[src/rtl/io_cpx_reqq_pkg.sv]
`default_nettype none
// ============================================================================
// Module      : io_cpx_reqq_pkg
// Description : Shared IOP/CPX constants, queue entry type, issue FSM states
//               and a one-hot helper for the IO CPX request queue.
// Revision    : 1.0 - initial release
// ============================================================================
package io_cpx_reqq_pkg;

  localparam int CPX_WIDTH      = 145;
  localparam int IO_CPX_MAX_OUT = 2;
  localparam int CORE_ID_W      = 3;
  localparam int NUM_CORES      = 1 << CORE_ID_W;

  typedef enum logic [0:0] {
    ST_IDLE  = 1'b0,
    ST_ISSUE = 1'b1
  } iss_state_e;

  typedef struct packed {
    logic [CORE_ID_W-1:0] dest;
    logic [CPX_WIDTH-1:0] data;
  } cpx_entry_t;

  // One-hot core select from a core id.
  function automatic logic [NUM_CORES-1:0] dest_onehot(input logic [CORE_ID_W-1:0] dest);
    dest_onehot       = '0;
    dest_onehot[dest] = 1'b1;
  endfunction

endpackage
`default_nettype wire

[src/rtl/io_cpx_outcnt.sv]
`default_nettype none
// ============================================================================
// Module      : io_cpx_outcnt
// Description : Outstanding-request counter for one CPX destination core.
//               Counts issued-but-ungranted packets; flags grants that arrive
//               while nothing is outstanding.
// Revision    : 1.0 - initial release
// ============================================================================
module io_cpx_outcnt #(
  parameter int MAX_OUT = 2,
  parameter int CNT_W   = $clog2(MAX_OUT + 1)
) (
  input  logic             rclk,
  input  logic             arst_l,
  input  logic             i_inc,
  input  logic             i_dec,
  output logic [CNT_W-1:0] o_cnt,
  output logic             o_err
);

  logic [CNT_W-1:0] r_cnt;
  logic [CNT_W-1:0] w_cnt_nxt;

  // Next count: issue and grant together cancel; a grant at zero is dropped.
  always_comb begin
    w_cnt_nxt = r_cnt;
    if (i_inc && !i_dec) begin
      if (r_cnt != CNT_W'(MAX_OUT)) w_cnt_nxt = r_cnt + CNT_W'(1);
    end else if (i_dec && !i_inc) begin
      if (r_cnt != '0) w_cnt_nxt = r_cnt - CNT_W'(1);
    end
  end

  // Counter register.
  always_ff @(posedge rclk or negedge arst_l) begin
    if (!arst_l) r_cnt <= '0;
    else         r_cnt <= w_cnt_nxt;
  end

  assign o_cnt = r_cnt;
  assign o_err = i_dec && (r_cnt == '0);

endmodule
`default_nettype wire

[src/rtl/io_cpx_reqq.sv]
`default_nettype none
// ============================================================================
// Module      : io_cpx_reqq
// Description : IO-to-CPX source request queue. 4-deep in-order FIFO, one-hot
//               cq-stage request, ca-stage data, per-core outstanding limit.
//               Optional macro IO_CPX_REQQ_STALL_CNT_EN adds io_cpx_stall_cnt,
//               a saturating count of head-blocked cycles.
// Revision    : 1.0 - initial release
// ============================================================================
module io_cpx_reqq
  import io_cpx_reqq_pkg::*;
#(
  parameter int DEPTH   = 4,
  parameter int MAX_OUT = IO_CPX_MAX_OUT
) (
  input  logic                 rclk,
  input  logic                 arst_l,
  input  logic                 iob_cpx_vld,
  input  logic [CORE_ID_W-1:0] iob_cpx_dest,
  input  logic [CPX_WIDTH-1:0] iob_cpx_data,
  output logic                 iob_cpx_full,
  output logic [NUM_CORES-1:0] io_cpx_req_cq,
  output logic [CPX_WIDTH-1:0] io_cpx_data_ca,
  input  logic [NUM_CORES-1:0] cpx_io_grant_ca,
`ifdef IO_CPX_REQQ_STALL_CNT_EN
  output logic [15:0]          io_cpx_stall_cnt,
`endif
  output logic                 io_cpx_grant_err
);

  localparam int IDX_W = $clog2(DEPTH);
  localparam int PTR_W = IDX_W + 1;
  localparam int CNT_W = $clog2(MAX_OUT + 1);

  cpx_entry_t               r_mem [DEPTH];
  logic [PTR_W-1:0]         r_wptr;
  logic [PTR_W-1:0]         r_rptr;
  logic                     r_full;
  iss_state_e               r_state;
  iss_state_e               w_state_nxt;
  logic [CORE_ID_W-1:0]     r_req_dest;
  logic [CPX_WIDTH-1:0]     r_data_cq;
  logic [CPX_WIDTH-1:0]     r_data_ca;
  logic                     r_err;

  logic                     w_empty;
  logic                     w_push;
  logic                     w_issue;
  logic                     w_head_blk;
  cpx_entry_t               w_head;
  logic [PTR_W-1:0]         w_wptr_nxt;
  logic [PTR_W-1:0]         w_rptr_nxt;
  logic                     w_full_nxt;
  logic [NUM_CORES-1:0]     w_inc;
  logic [NUM_CORES-1:0]     w_at_max;
  logic [NUM_CORES-1:0]     w_err_vec;
  logic [CNT_W-1:0]         w_out_cnt [NUM_CORES];

  assign w_empty    = (r_wptr == r_rptr);
  assign w_head     = r_mem[r_rptr[IDX_W-1:0]];
  assign w_head_blk = w_at_max[w_head.dest];
  assign w_push     = iob_cpx_vld && !r_full;
  assign w_issue    = !w_empty && !w_head_blk;
  assign w_wptr_nxt = r_wptr + PTR_W'(w_push);
  assign w_rptr_nxt = r_rptr + PTR_W'(w_issue);
  assign w_full_nxt = (w_wptr_nxt[IDX_W] != w_rptr_nxt[IDX_W]) &&
                      (w_wptr_nxt[IDX_W-1:0] == w_rptr_nxt[IDX_W-1:0]);

  // Per-core outstanding counters; blocking is judged on registered counts,
  // so a grant this cycle only frees the slot for the next cycle.
  generate
    for (genvar g = 0; g < NUM_CORES; g++) begin : g_outcnt
      io_cpx_outcnt #(
        .MAX_OUT (MAX_OUT),
        .CNT_W   (CNT_W)
      ) u_outcnt (
        .rclk   (rclk),
        .arst_l (arst_l),
        .i_inc  (w_inc[g]),
        .i_dec  (cpx_io_grant_ca[g]),
        .o_cnt  (w_out_cnt[g]),
        .o_err  (w_err_vec[g])
      );
      assign w_at_max[g] = (w_out_cnt[g] == CNT_W'(MAX_OUT));
    end
  endgenerate

  // FIFO storage write; contents need no reset because pointers gate reads.
  always_ff @(posedge rclk) begin
    if (w_push) r_mem[r_wptr[IDX_W-1:0]] <= '{dest: iob_cpx_dest, data: iob_cpx_data};
  end

  // FIFO pointers and registered full flag.
  always_ff @(posedge rclk or negedge arst_l) begin
    if (!arst_l) begin
      r_wptr <= '0;
      r_rptr <= '0;
      r_full <= 1'b0;
    end else begin
      r_wptr <= w_wptr_nxt;
      r_rptr <= w_rptr_nxt;
      r_full <= w_full_nxt;
    end
  end

  // Issue FSM next state and counter increment strobes.
  always_comb begin
    w_state_nxt = ST_IDLE;
    w_inc       = '0;
    if (w_issue) begin
      w_state_nxt = ST_ISSUE;
      w_inc       = dest_onehot(w_head.dest);
    end
  end

  // Issue FSM state plus cq-stage request/data capture.
  always_ff @(posedge rclk or negedge arst_l) begin
    if (!arst_l) begin
      r_state    <= ST_IDLE;
      r_req_dest <= '0;
      r_data_cq  <= '0;
    end else begin
      r_state <= w_state_nxt;
      if (w_issue) begin
        r_req_dest <= w_head.dest;
        r_data_cq  <= w_head.data;
      end
    end
  end

  // ca-stage data follows the request by one cycle and otherwise holds.
  always_ff @(posedge rclk or negedge arst_l) begin
    if (!arst_l)                 r_data_ca <= '0;
    else if (r_state == ST_ISSUE) r_data_ca <= r_data_cq;
  end

  // Sticky error for grants with nothing outstanding.
  always_ff @(posedge rclk or negedge arst_l) begin
    if (!arst_l) r_err <= 1'b0;
    else         r_err <= r_err || (|w_err_vec);
  end

`ifdef IO_CPX_REQQ_STALL_CNT_EN
  logic [15:0] r_stall_cnt;

  // Saturating count of cycles the head waits on its core's outstanding limit.
  always_ff @(posedge rclk or negedge arst_l) begin
    if (!arst_l)
      r_stall_cnt <= '0;
    else if (!w_empty && w_head_blk && (r_stall_cnt != 16'hFFFF))
      r_stall_cnt <= r_stall_cnt + 16'd1;
  end

  assign io_cpx_stall_cnt = r_stall_cnt;
`endif

  assign iob_cpx_full     = r_full;
  assign io_cpx_req_cq    = (r_state == ST_ISSUE) ? dest_onehot(r_req_dest) : '0;
  assign io_cpx_data_ca   = r_data_ca;
  assign io_cpx_grant_err = r_err;

endmodule
`default_nettype wire

[config.mk]
export PLATFORM = sky130hd
export DESIGN_NAME = io_cpx_reqq
export DESIGN_NICKNAME = d
export VERILOG_FILES = /design/src/rtl/io_cpx_reqq_pkg.sv /design/src/rtl/io_cpx_outcnt.sv /design/src/rtl/io_cpx_reqq.sv
export SDC_FILE = /design/constraint.sdc
export NUM_CORES = 1
export LEC_CHECK = 0
export BUFFER_PORTS_ARGS = -buffer_cell sky130_fd_sc_hd__buf_4
export CAP_MARGIN = 20
export CORE_MARGIN = 2
export CORE_UTILIZATION = 35
export DETAILED_ROUTE_END_ITERATION = 16
export PLACE_DENSITY = 0.57
export SLEW_MARGIN = 15
export SYNTH_ARGS = -nofsm -noshare
export SYNTH_HDL_FRONTEND = slang
export SYNTH_HIERARCHICAL = 1
export SYNTH_SLANG_ARGS = --single-unit
[constraint.sdc]
create_clock -name rclk -period 38.3 [get_ports rclk]
set_input_delay 3.83 -clock rclk [delete_from_list [all_inputs] [get_ports rclk]]
set_output_delay 3.83 -clock rclk [all_outputs]
set_load 0.02 [all_outputs]
==> impl_results.md <==
- Remaining antenna violation count: 0
- Row count: 114
- Clock Latency Late Sink: 670 ps
- Total gr overflow: 0
- IO Pins: 314
- Cts hold-fix bufs: 0
- Most numerous cell in the Yosys netlist: edfxtp_1
- Worst vdd ir: 47.3 uV
- Share of flip-flops with an asynchronous set or reset: 0.349
- Max Cap Viol: 0
- Status: completed
- Ys Warns: 6
- Largest net degree at the start of global routing: 100
- Die H: 317 um
- Tcrit/Tclk final: 0.168
- Max-slew violations: 0
- Number of synthesized register bits: 910
- Design Power: 3.61 mW
- H-tree lvl count: 3
- PwrDens: 87.6 mW/mm2
- Inserted Clock Buffers: 97
- Main synth FF type: edfxtp_1
- Leakage: 15.3 nW
- Final hold slack: 477 ps
- First-pass GRT wire length: 110 mm
- Distinct cell type count after synthesis: 31
- Crit Path Class: in2reg
- Drt pass-1 iters: 6
- Leading area contributor after synthesis: edfxtp_1
- Worst Hold Depth: 2
- CTS root buffer: clkbuf_16
- Vias after detailed routing: 15.9k
- DRC viols: 0
- Final number of hold-violating endpoints: 0
- Maximum clock rate: 155 MHz
- Vias in the first global route: 17.4k
- Syn nets: 1745
- Setup TNS: 0 ps
- CORE AREA: 0.0969 mm2
- Via/cell ratio: 4.82
- # setup viols final: 0
- Total Wirelength: 72.8 mm
- CP Launch Type: input port
- Number of port buffers: 313
- Worst-margin pin slew: 1040 ps
- Sequential area share after synthesis: 0.752
- Sink Count: 910
- Netlist Area Pre-Place: 0.0342 mm2
- Postcts setup bufs: 0
- Share of layout cells above drive strength 1: 0.461
- Detailed Place HPWL: 42.2 mm
- Unrepaired setup endpoints after global routing: false
- Synth cell count leaders: edfxtp_1 (592), dfrtp_1 (318), mux2_2 (172), mux4_2 (148), mux2_4 (120)
- Worst R2R Start: r_rptr[0]$_DFF_PN0_
- Gate Count Post-Synth: 1574
- Hold Path Class: reg2reg
- Clock buffer depth: 3
- Crit path arrival time: 6730 ps
- Top cells by area, synth: edfxtp_1 (52%), dfrtp_1 (23%), mux4_2 (9.7%), mux2_2 (5.7%), mux2_4 (5.3%)
- Routability cong.: 0.721
- WP data required: 38590 ps
- # resized after CTS: 0
- Initial antenna violation count: 5
- Average routed wire per standard cell: 22.0 um
- Starting density of the core: 0.353
- Clock Skews: 25.7 ps
- Relative slew slack: 0.307
- Post-synth EDFFs: 592
- Horiz. Die Dim: 317 um
- P&R area growth vs syn: 20.5%
- Reg-to-Reg End: iob_cpx_full$_DFF_PN0_
- Tmin final: 6440 ps
- Synth top area share: 0.520
- Internal reg-to-reg setup slack: 33120 ps
- Fin nets: 2114
- Mean Syn Cell Area: 21.7 um2
- Clk slew on worst S/H paths: 60 ps
- Max Fanout on Critical Path: 39
- 1st-iter DRT viols: 848
- HP Start: io_cpx_grant_err$_DFF_PN0_
- Gr usage total: 0.147
- Die area: 0.100 mm2
- Crit. End Element: register
- R2R cell count: 11
- CTS tree: built
- Hold Path End: io_cpx_grant_err$_DFF_PN0_
[routing by layer]
layer	global-route usage	up-vias	part of all wire
met5	0	-	0.00047
met4	0.0473	6	0.021
met3	0.0326	98	0.050
met2	0.246	335	0.50
met1	0.190	8492	0.43
li1	-	6997	-
[layout make-up]
| class | instances | area [um2] |
|---|---|---|
| diodes | 3 | 7.51 |
| clock buffers | 139 | 2770 |
| clock inverters | 45 | 447 |
| multi-input cells | 586 | 8080 |
| repair buffers | 338 | 2560 |
| flip-flops and latches | 910 | 25700 |
| well taps | 1276 | 1600 |
| inverters | 10 | 37.5 |
| fillers | 8411 | 55600 |
[worst max path at each step]
| stage | from | to | slack, ps | cells after the start |
|---|---|---|---|---|
| final | iob_cpx_vld | r_mem[2][15]$_DFFE_PP_ | 31860 | 6 |
| after global routing | iob_cpx_vld | r_mem[1][19]$_DFFE_PP_ | 31630 | 6 |
| after CTS | iob_cpx_vld | r_mem[2][19]$_DFFE_PP_ | 31810 | 6 |
| after detailed placement | iob_cpx_vld | r_mem[2][15]$_DFFE_PP_ | 31070 | 6 |
| after global placement | iob_cpx_vld | r_mem[2][15]$_DFFE_PP_ | 31090 | 6 |
| after floorplan | iob_cpx_vld | r_mem[0][0]$_DFFE_PP_ | 22630 | 2 |
[stage by stage]
| step | instance area [um2] | worst slack, ps | cells | utilization |
|---|---|---|---|---|
| 2_1_floorplan | 34200 | 22630 | 1574 | - |
| 3_3_place_gp | 38000 | 31090 | 3120 | 0.393 |
| 3_5_place_dp | 38000 | 31070 | 3120 | 0.393 |
| 4_1_cts | 41200 | 31810 | 3304 | 0.426 |
| 5_1_grt | 41200 | 31630 | 3306 | 0.426 |
| 6_report | 41200 | 31860 | 3307 | 0.426 |
[critical path, stage by stage]
cell	delay, ps
buf_4	80
nor2b_1	420
nand2_1	200
nor2_4	800
buf_4	710
buf_4	630
[placed cells by master (no fill, tap or decap), types with 2 or more instances in the layout]
cell / n
bufinv_16: 5
xor2_1: 2
mux2_2: 172
mux2_4: 120
clkinvlp_4: 2
mux4_2: 148
clkinv_2: 17
nand2b_1: 5
clkinv_1: 12
nand3b_1: 11
nand3_1: 2
clkbuf_16: 99
clkbuf_8: 14
o21ai_0: 8
dfrtp_4: 3
xnor2_1: 13
ha_1: 12
edfxtp_1: 592
nor4_1: 3
inv_1: 10
o311ai_1: 8
diode_2: 3
dfrtp_1: 315
clkinv_16: 2
nor2_4: 2
a21o_1: 8
nand2_1: 15
clkbuf_1: 26
a21oi_1: 3
nor3_1: 25
or3b_2: 3
buf_4: 336
nor2_1: 8
nor2b_1: 11
clkinv_4: 3
inv_16: 2
[kinds of logic (layout without fill, tap and decap cells)]
logic type,Yosys count,in the layout,synth area share
flip-flops,910,910,0.752
adder cells (fa/ha/maj),12,12,0.00439
multiplexers,442,442,0.207
XOR/XNOR,15,15,0.00384
buffers and inverters,78,532,0.0124
other,0,3,0
AO/OA/AOI/OAI,28,28,0.00563
AND/OR/NAND/NOR,89,89,0.0142
[power breakdown]
part | leakage, nW | total, mW | switching (mW) | internal [mW]
clock network | 1.57 | 0.925 | 0.385 | 0.540
logic | 4.60 | 1.17 | 0.543 | 0.627
registers | 9.16 | 1.52 | 0.157 | 1.36
[state kept, by name (all words and copies together) (netlist names)]
signal / flops
g_outcnt.u_outcnt/o_cnt: 16
io_cpx_data_ca: 145
io_cpx_grant_err: 1
iob_cpx_full: 1
r_data_cq: 145
r_mem: 592
r_req_dest: 3
r_rptr: 3
r_state: 1
r_wptr: 3
Note: power is estimated with default switching activity, not from simulation.
